**src/rtl/if_fetch_unit_if.sv**
```systemverilog
// ---------------------------------------------------------------------------
// if_fetch_unit_if
// Instruction-memory fetch handshake between the IF stage and imem.
//   req   : fetch request, held high until ack
//   addr  : word fetch address, stable while req is high
//   ack   : response valid this cycle
//   rdata : instruction word, valid with ack
// Modports: master = fetch unit, slave = instruction memory.
// ---------------------------------------------------------------------------
interface if_fetch_unit_if;
    logic        req;
    logic [31:0] addr;
    logic        ack;
    logic [31:0] rdata;

    modport master (output req, output addr, input ack, input rdata);
    modport slave  (input req, input addr, output ack, output rdata);
endinterface

```
**src/rtl/if_fetch_unit.sv**
```systemverilog
// ---------------------------------------------------------------------------
// if_fetch_unit
// Instruction-fetch front end of the MIPS32 pipeline. Owns the PC, issues
// word fetches over a req/ack handshake and presents the IF-side signals to
// the IF/ID register, honouring ID backpressure and late-stage redirects.
//
// Ports:
//   clk, rst        : clock, synchronous active-high reset
//   ID_stall        : ID cannot accept, hold the presented instruction
//   redirect_valid  : one-cycle pulse, next fetch comes from redirect_pc
//   redirect_pc     : redirect target
//   imem            : fetch handshake (master side)
//   IF_inst         : instruction to IF/ID, 0 while IF_stall=1
//   IF_PC/IF_PCnext : address of IF_inst and that address + 4
//   IF_stall        : 1 = no valid instruction this cycle
//   IF_adel         : misaligned-fetch flag (only with IF_ALIGN_CHK_EN)
//
// Build option: define IF_ALIGN_CHK_EN to suppress fetches from misaligned
// PCs and report them on IF_adel instead.
//
// state | meaning
// ------+-----------------------------------------------------------------
// REQ   | requesting pc; delivers the response in the ack cycle
// HOLD  | delivered word held for ID; no request outstanding
// DROP  | completing a request whose data is stale; then fetch pend_pc
// ---------------------------------------------------------------------------
module if_fetch_unit #(
    parameter logic [31:0] RESET_PC = 32'hBFC00000
) (
    input  logic                    clk,
    input  logic                    rst,
    input  logic                    ID_stall,
    input  logic                    redirect_valid,
    input  logic [31:0]             redirect_pc,
    if_fetch_unit_if.master         imem,
    output logic [31:0]             IF_inst,
    output logic [31:0]             IF_PC,
    output logic [31:0]             IF_PCnext,
`ifdef IF_ALIGN_CHK_EN
    output logic                    IF_adel,
`endif
    output logic                    IF_stall
);

    typedef enum logic [1:0] {S_REQ, S_HOLD, S_DROP} state_t;

    state_t      state_q, state_d;
    logic [31:0] pc_q, pc_d;
    logic [31:0] pend_pc_q, pend_pc_d;
    logic [31:0] hold_inst_q, hold_inst_d;

    logic        req_c;
    logic        stall_c;
    logic [31:0] inst_c;
    logic [31:0] if_pc_c;
    logic        misalign;
    logic        deliver;
    logic [31:0] deliver_inst;

`ifdef IF_ALIGN_CHK_EN
    logic hold_adel_q, hold_adel_d;
    logic adel_c;
    assign misalign = (pc_q[1:0] != 2'b00);
`else
    assign misalign = 1'b0;
`endif

    // A misaligned PC behaves like a zero-latency fetch returning 0.
    assign deliver      = misalign | imem.ack;
    assign deliver_inst = misalign ? 32'h0 : imem.rdata;

    always_comb begin
        state_d     = state_q;
        pc_d        = pc_q;
        pend_pc_d   = pend_pc_q;
        hold_inst_d = hold_inst_q;
        req_c       = 1'b0;
        stall_c     = 1'b1;
        inst_c      = 32'h0;
        if_pc_c     = pc_q;
`ifdef IF_ALIGN_CHK_EN
        hold_adel_d = hold_adel_q;
        adel_c      = 1'b0;
`endif

        case (state_q)
            S_REQ: begin
                req_c = ~misalign;
                if (redirect_valid) begin
                    if (deliver) begin
                        pc_d = redirect_pc;
                    end else begin
                        // Address must not move while req is high, so finish
                        // the handshake first and discard its data.
                        pend_pc_d = redirect_pc;
                        state_d   = S_DROP;
                    end
                end else if (deliver) begin
                    stall_c = 1'b0;
                    inst_c  = deliver_inst;
`ifdef IF_ALIGN_CHK_EN
                    adel_c  = misalign;
`endif
                    if (ID_stall) begin
                        hold_inst_d = deliver_inst;
`ifdef IF_ALIGN_CHK_EN
                        hold_adel_d = misalign;
`endif
                        state_d     = S_HOLD;
                    end else begin
                        pc_d = pc_q + 32'd4;
                    end
                end
            end
            S_HOLD: begin
                if (redirect_valid) begin
                    pc_d    = redirect_pc;
                    state_d = S_REQ;
                end else begin
                    stall_c = 1'b0;
                    inst_c  = hold_inst_q;
`ifdef IF_ALIGN_CHK_EN
                    adel_c  = hold_adel_q;
`endif
                    if (!ID_stall) begin
                        pc_d    = pc_q + 32'd4;
                        state_d = S_REQ;
                    end
                end
            end
            S_DROP: begin
                req_c = 1'b1;
                if (redirect_valid) begin
                    pend_pc_d = redirect_pc;
                end
                if (imem.ack) begin
                    pc_d    = redirect_valid ? redirect_pc : pend_pc_q;
                    state_d = S_REQ;
                end
            end
            default: begin
                state_d = S_REQ;
            end
        endcase

        // During reset the memory has dropped its request too; present a bubble.
        if (rst) begin
            req_c   = 1'b0;
            stall_c = 1'b1;
            inst_c  = 32'h0;
            if_pc_c = RESET_PC;
`ifdef IF_ALIGN_CHK_EN
            adel_c  = 1'b0;
`endif
        end
    end

    always_ff @(posedge clk) begin
        if (rst) begin
            state_q     <= S_REQ;
            pc_q        <= RESET_PC;
            pend_pc_q   <= RESET_PC;
            hold_inst_q <= 32'h0;
`ifdef IF_ALIGN_CHK_EN
            hold_adel_q <= 1'b0;
`endif
        end else begin
            state_q     <= state_d;
            pc_q        <= pc_d;
            pend_pc_q   <= pend_pc_d;
            hold_inst_q <= hold_inst_d;
`ifdef IF_ALIGN_CHK_EN
            hold_adel_q <= hold_adel_d;
`endif
        end
    end

    assign imem.req  = req_c;
    assign imem.addr = pc_q;
    assign IF_stall  = stall_c;
    assign IF_inst   = inst_c;
    assign IF_PC     = if_pc_c;
    assign IF_PCnext = if_pc_c + 32'd4;
`ifdef IF_ALIGN_CHK_EN
    assign IF_adel   = adel_c;
`endif

endmodule

```
**src/flat_wrapper.sv**
```systemverilog
// flat-port wrapper written by rule: the top's interface ports become plain ports
module if_fetch_unit_flat 
#(
    parameter logic [31:0] RESET_PC = 32'hBFC00000
)
  (clk, rst, ID_stall, redirect_valid, redirect_pc, IF_inst, IF_PC, IF_PCnext, IF_stall, imem_req, imem_addr, imem_ack, imem_rdata);
  if_fetch_unit_if imem_i ();
  input  logic clk;
  input  logic rst;
  input  logic ID_stall;
  input  logic redirect_valid;
  input  logic [31:0] redirect_pc;
  output logic [31:0] IF_inst;
  output logic [31:0] IF_PC;
  output logic [31:0] IF_PCnext;
  output logic IF_stall;
  output wire logic [$bits(imem_i.req)-1:0] imem_req;
  output wire logic [$bits(imem_i.addr)-1:0] imem_addr;
  input wire logic [$bits(imem_i.ack)-1:0] imem_ack;
  input wire logic [$bits(imem_i.rdata)-1:0] imem_rdata;
  assign imem_req = imem_i.req;
  assign imem_addr = imem_i.addr;
  assign imem_i.ack = imem_ack;
  assign imem_i.rdata = imem_rdata;
  if_fetch_unit #(.RESET_PC(RESET_PC)) u_core (.clk(clk), .rst(rst), .ID_stall(ID_stall), .redirect_valid(redirect_valid), .redirect_pc(redirect_pc), .imem(imem_i), .IF_inst(IF_inst), .IF_PC(IF_PC), .IF_PCnext(IF_PCnext), .IF_stall(IF_stall));
endmodule
```
**config.mk**
```make
export PLATFORM = sky130hd
export DESIGN_NAME = if_fetch_unit_flat
export DESIGN_NICKNAME = d
export VERILOG_FILES = /design/src/rtl/if_fetch_unit_if.sv /design/src/rtl/if_fetch_unit.sv /design/src/flat_wrapper.sv
export SDC_FILE = /design/constraint.sdc
export NUM_CORES = 1
export LEC_CHECK = 0
export ABC_AREA = 1
export CORE_MARGIN = 2
export CORE_UTILIZATION = 52
export CTS_CLUSTER_SIZE = 14
export DETAILED_ROUTE_END_ITERATION = 16
export PLACE_DENSITY = 0.95
export SYNTH_ARGS = -nofsm -noshare
export SYNTH_HDL_FRONTEND = slang
export SYNTH_SLANG_ARGS = --single-unit
```
**constraint.sdc**
```tcl
create_clock -name clk -period 9.3 [get_ports clk]
set_input_delay 2.79 -clock clk [delete_from_list [all_inputs] [get_ports clk]]
set_output_delay 2.79 -clock clk [all_outputs]
set_load 0.01 [all_outputs]
```
After elaboration in Yosys (flattened, before gate mapping):

Cells that the tools add are included.

* $add $sub $neg: 2
* bitwise operators: 1
* shift operators: 0
* order comparisons: 0
* div/mod/pow operators: 0
* equal/unequal tests: 10
* multiply operators: 0
* reduce and logical (&&, ||, !) cells: 8
* mux-type cells: 32

Operators with widths (number)
* 2-to-1 mux 32 bit: 14
* one-hot mux 32 bit (2 select lines): 2
* one-hot mux 32 bit (3 select lines): 1
* adder 32 x 3 -> 32 bit, second input constant: 2
* 2-to-1 mux 2 bit: 7
* != test 3 bit, second input constant: 4
* != test 2 bit, second input constant: 4
* 2-to-1 mux 1 bit: 6
* one-hot mux 2 bit (3 select lines): 1
* AND reduction 3 bit: 2
* AND reduction 5 bit: 1
* AND reduction 4 bit: 1
* nonzero test 3 bit: 1
* == test 2 x 1 -> 1 bit, second input constant: 1
* == test 2 bit, second input constant: 1
* zero test 2 bit: 1
* one-hot mux 1 bit (2 select lines): 1
* nonzero test 2 bit: 1
* OR reduction 2 bit: 1
* inverter 1 bit: 1

* logic and storage cells: 57
* memories: 0
* bits in latches: 0
* input port bits: 69
* RAM bits: 0
* output and inout port bits: 130
* bits in read-only memories: 0
* bits in registers: 98

Longest topological paths before layout:

* depth after elaboration: 5
* depth in mapped cells: 14

Worst setup path before layout:

No wires, ideal clock.

* path kind: input -> output
* start point: input port rst
* end point: output port IF_PCnext[20]
* buffers on the path: 4
* path slack: 1.688 ns
* arrival: 4.822 ns
* stages on the path: 12
* path through: buf_6 > buf_4 > clkbuf_1 > clkbuf_1 > nor2_1 > ha_1 > nand3_1 > nor3_2 > nand4_1 > nor2_1 > nand2_1 > xnor2_1

* longest elaborated chain between the ends: 2

Ends and longest elaborated chain
* start, declared: RTL line flat_wrapper.sv:9 `input logic rst;`
* 2-to-1 mux 32 bit: RTL line if_fetch_unit.sv:147 `if (rst) begin`
* net IF_PC[3]: RTL line flat_wrapper.sv:14 `output logic [31:0] IF_PC;`
* adder 32 x 3 -> 32 bit: RTL line if_fetch_unit.sv:183 `assign IF_PCnext = if_pc_c + 32'd4;`
* end, declared: RTL line flat_wrapper.sv:15 `output logic [31:0] IF_PCnext;`

The timed path passes the listed nets, and every way through them passes these cells.

Worst setup path in the final report:

* start point: input port rst
* end point: output port IF_PCnext[30]

* longest elaborated chain between the ends: 2

Ends and longest elaborated chain (RTL line)
* 2-to-1 mux 32 bit: if_fetch_unit.sv:147
* adder 32 x 3 -> 32 bit: if_fetch_unit.sv:183

Every way passes these cells.

==> results.txt <==
----------------------------------------------------
[Route]
  Residual DRC ... 0
  Vias ... 7,939
  Routed WL ... 21,300 um
  Avg WL per Cell ... 15.0 um
  Number of nets with antenna violations after detailed routing ... 0
  Count of routing violations after the opening detailed-route iteration ... 894
  First-pass iteration count of the detailed router ... 6
  Via density per instance ... 5.60

[Worst hold path]
  Min-delay worst type ... flip-flop to flip-flop

[Outcome]
  Result of the run ... finished clean

[Clocking]
  Cts bufs inserted ... 9
  Clock-pin slew reported for the worst setup and hold paths after clock tree synthesis ... 0.07 ns
  Latest clock arrival within the worst-skew pair ... 0.34 ns
  Sinks on the clock net ... 98
  Setup Buffers After CTS ... 0
  Master cell of the clock root buffer ... sky130_fd_sc_hd__clkbuf_16
  CTS tree ... done
  Deepest clock path buffer count ... 2
  Resized cells post-CTS ... 0
  Number of hold-repair buffers added at the cts stage ... 0
  H-tree depth ... 3

[Critical path]
  Crit path launch type ... primary input
  Crit-path slowest cell ... sky130_fd_sc_hd__clkdlybuf4s50_1
  CP cell instances ... buf_2 > inv_2 > nand2_1 > nor2_1 > nand3_1 > nor2_1 > nand2_1 > nor3_2 > xor2_1 > clkdlybuf4s50_1
  Required @ worst endpoint ... 6.51 ns
  Data arrival time of the worst path ... 5.34 ns
  Largest stage delay on the critical path ... 0.55 ns
  Max Fanout on Critical Path ... 30
  CP Class ... primary input to output pin
  Critical Path Sink Type ... output pin

[Yosys]
  Dominant register cell in the synthesized netlist ... sky130_fd_sc_hd__dfxtp_1
  Warning count from the yosys run ... 0
  Gate Count Post-Synth ... 1,094
  Synth Area in Simple Gates ... 35.1%
  Fraction of synthesis flops using an asynchronous set or reset pin ... 0%
  Area share of the largest cell type after synthesis ... 30.0%
  Most numerous cell in the Yosys netlist ... sky130_fd_sc_hd__nand2_1
  Area fraction in compound gates after synthesis ... 21.9%
  Synthesized flop and latch total ... 98
  Synth Net Count ... 1,165
  Adder-cell area share of the yosys netlist ... 0.383%
  Number of enable-type register cells in the synthesized netlist ... 0
  Number of library cell types mapped by synthesis ... 39
  Combinational family with the most area after synthesis ... simple AND/OR/NAND/NOR gates
  Cell area after synthesis ... 6530 um2
  Commonest cells post-synth ... sky130_fd_sc_hd__nand2_1, sky130_fd_sc_hd__nor2_1, sky130_fd_sc_hd__a21oi_1
  Share of cell area taken by muxes after synthesis ... 0.326%
  Xor and xnor area share after synthesis ... 3.09%
  Fraction of the yosys area taken by sequential cells ... 30.0%
  Top area cells in the synthesized netlist ... sky130_fd_sc_hd__dfxtp_1, sky130_fd_sc_hd__nand2_1, sky130_fd_sc_hd__nor2_1, sky130_fd_sc_hd__a21oi_1, sky130_fd_sc_hd__o21ai_0
  Post-synth top area cell ... sky130_fd_sc_hd__dfxtp_1
  Mean Syn Cell Area ... 5.97 um2

[Floorplan]
  Area of the core ... 12,100 um2
  Horizontal die dimension ... 116 um
  Die outline height ... 116 um
  Initial Utilization ... 53.9%
  Overall die area ... 13,500 um2
  I/O pins ... 199
  Site Rows ... 40

[Global route]
  Via count of the first global-routing pass ... 7,210
  Leftover overflow at the end of global routing ... 0
  Global-route wire length before repair ... 33,700 um
  Antenna violations before repair ... 0
  Largest net degree at the start of global routing ... 89
  Busiest grt layer ... met2
  Met2 Track Usage GR ... 53.8%
  Global-route met1 utilization ... 36.8%
  GRT Overall Usage ... 31.2%
  Met3 track utilization from global routing ... 6.59%

[Place]
  Count of input and output buffers ... 198
  Last weighted congestion value of the routability-driven placer ... 1.04
  Total half-perimeter wirelength after legalization and detailed placement ... 15,300 um
  Placement-stage worst setup slack ... 1.23 ns
  Area after DPL ... 8470 um2

[Final layout]
  Final layout net count ... 1,317
  Final Cell Area ... 8780 um2
  Diode insertion count for antenna repair ... 0
  Ratio of cells with drive above 1 in the final layout ... 4.56%
  Synthesis-to-finish area growth ... 34.4%

[Power and ir drop]
  Worst VDD drop ... 0.0000741 V
  PD cells ... 137 nW/um2
  Leakage power summed over all cells ... 3.57 nW

[Timing]
  Final-report setup violation count ... 0
  Final hold slack ... 0.480 ns
  Min Tclk post-route ... 8.13 ns
  Final critical-path setup slack ... 1.17 ns
  TNS Setup ... 0 ns
  Setup repair after global routing missed its margin ... no
  Final worst clock skew ... 0.00805 ns
  Final number of hold-violating endpoints ... 0
  Timing-limited maximum frequency ... 123 MHz
  Slew at the pin closest to its max-slew limit ... 1.00 ns
  Final worst-path cycle share ... 87.4%
  Slew Limit Headroom ... 33.1%
  Fin. max-slew vios ... 0

[Job]
  Total of max-cap violations ... 0

----------------------------------------------------
where the power goes:
group / internal, mW / switching, mW / total (mW)
Clock: 0.222 / 0.159 / 0.381
Combinational: 0.145 / 0.177 / 0.321
Sequential: 0.455 / 0.0419 / 0.497
Total: 0.822 / 0.378 / 1.20
per-layer routing:
| metal | vias up | share of wire, % |
|---|---|---|
| li1 | 3847 | - |
| met1 | 3539 | 39 |
| met2 | 487 | 47 |
| met3 | 66 | 10 |
| met4 | 0 | 3.4 |
| met5 | - | 0 |
path summary, 6_finish.rpt:
path	start	end	slack, ns	cells past startpoint
setup / recovery	rst	IF_PCnext[30]	1.17	10
hold / removal	u_core.pend_pc_q[23]	u_core.pend_pc_q[23]	0.48	2
setup reg to reg	u_core.state_q[0]	u_core.imem.addr[30]	5.90	8
hold reg to reg	u_core.pend_pc_q[23]	u_core.pend_pc_q[23]	0.48	2
kinds of logic (layout without fill, tap and decap cells):
logic type	Yosys count	in the layout
DFF	98	98
muxes	2	2
AOI/OAI and AO/OA	266	266
adders and majority gates	2	2
buffers and inverters	142	298
xor gates and xnor gates	23	23
and+or+nand+nor	561	561
state kept, by name, indices dropped and copies added, names as in the netlist:
name	cells
u_core.hold_inst_q	32
u_core.imem.addr	32
u_core.pend_pc_q	32
u_core.state_q	2
placed cells by master, fill, tap and decap left out, types with 7 or more instances in the layout:
master,synthesis,routed
sky130_fd_sc_hd__dfxtp_1,98,98
sky130_fd_sc_hd__o211ai_1,11,11
sky130_fd_sc_hd__clkbuf_16,0,9
sky130_fd_sc_hd__clkdlybuf4s50_1,0,196
sky130_fd_sc_hd__a21oi_1,136,136
sky130_fd_sc_hd__o21ai_0,90,90
sky130_fd_sc_hd__nand3_1,22,22
sky130_fd_sc_hd__nand2_1,315,314
sky130_fd_sc_hd__nor3_1,7,7
sky130_fd_sc_hd__inv_1,72,71
sky130_fd_sc_hd__xor2_1,19,19
sky130_fd_sc_hd__buf_4,8,8
sky130_fd_sc_hd__a22oi_1,15,15
sky130_fd_sc_hd__nor2_2,10,10
sky130_fd_sc_hd__nor2_1,187,187
critical path: cells and delay by family:
family                 cells  cell delay, ns
XOR/XNOR                   1            0.17
AND/OR/NAND/NOR            6            1.05
buffers and inverters      3            1.31
through the flow:
stage / cells / power (mW) / util [%]
2_1_floorplan: 1094 / 0.671 / -
3_3_place_gp: 1403 / 0.813 / 69.9
3_5_place_dp: 1403 / 0.821 / 69.9
4_1_cts: 1418 / 1.20 / 72.5
5_1_grt: 1418 / 1.26 / 72.5
6_report: 1418 / 1.20 / 72.5
area by class of cell:
cell class	count	area [um2]
Clock buffer	11	253
Fill cell	988	3340
Inverter	77	289
Sequential cell	98	1960
Tap cell	168	210
Clock inverter	4	51.3
Multi-Input combinational cell	854	3980
Timing Repair Buffer	206	2030
(Power assumes the default switching activity.)
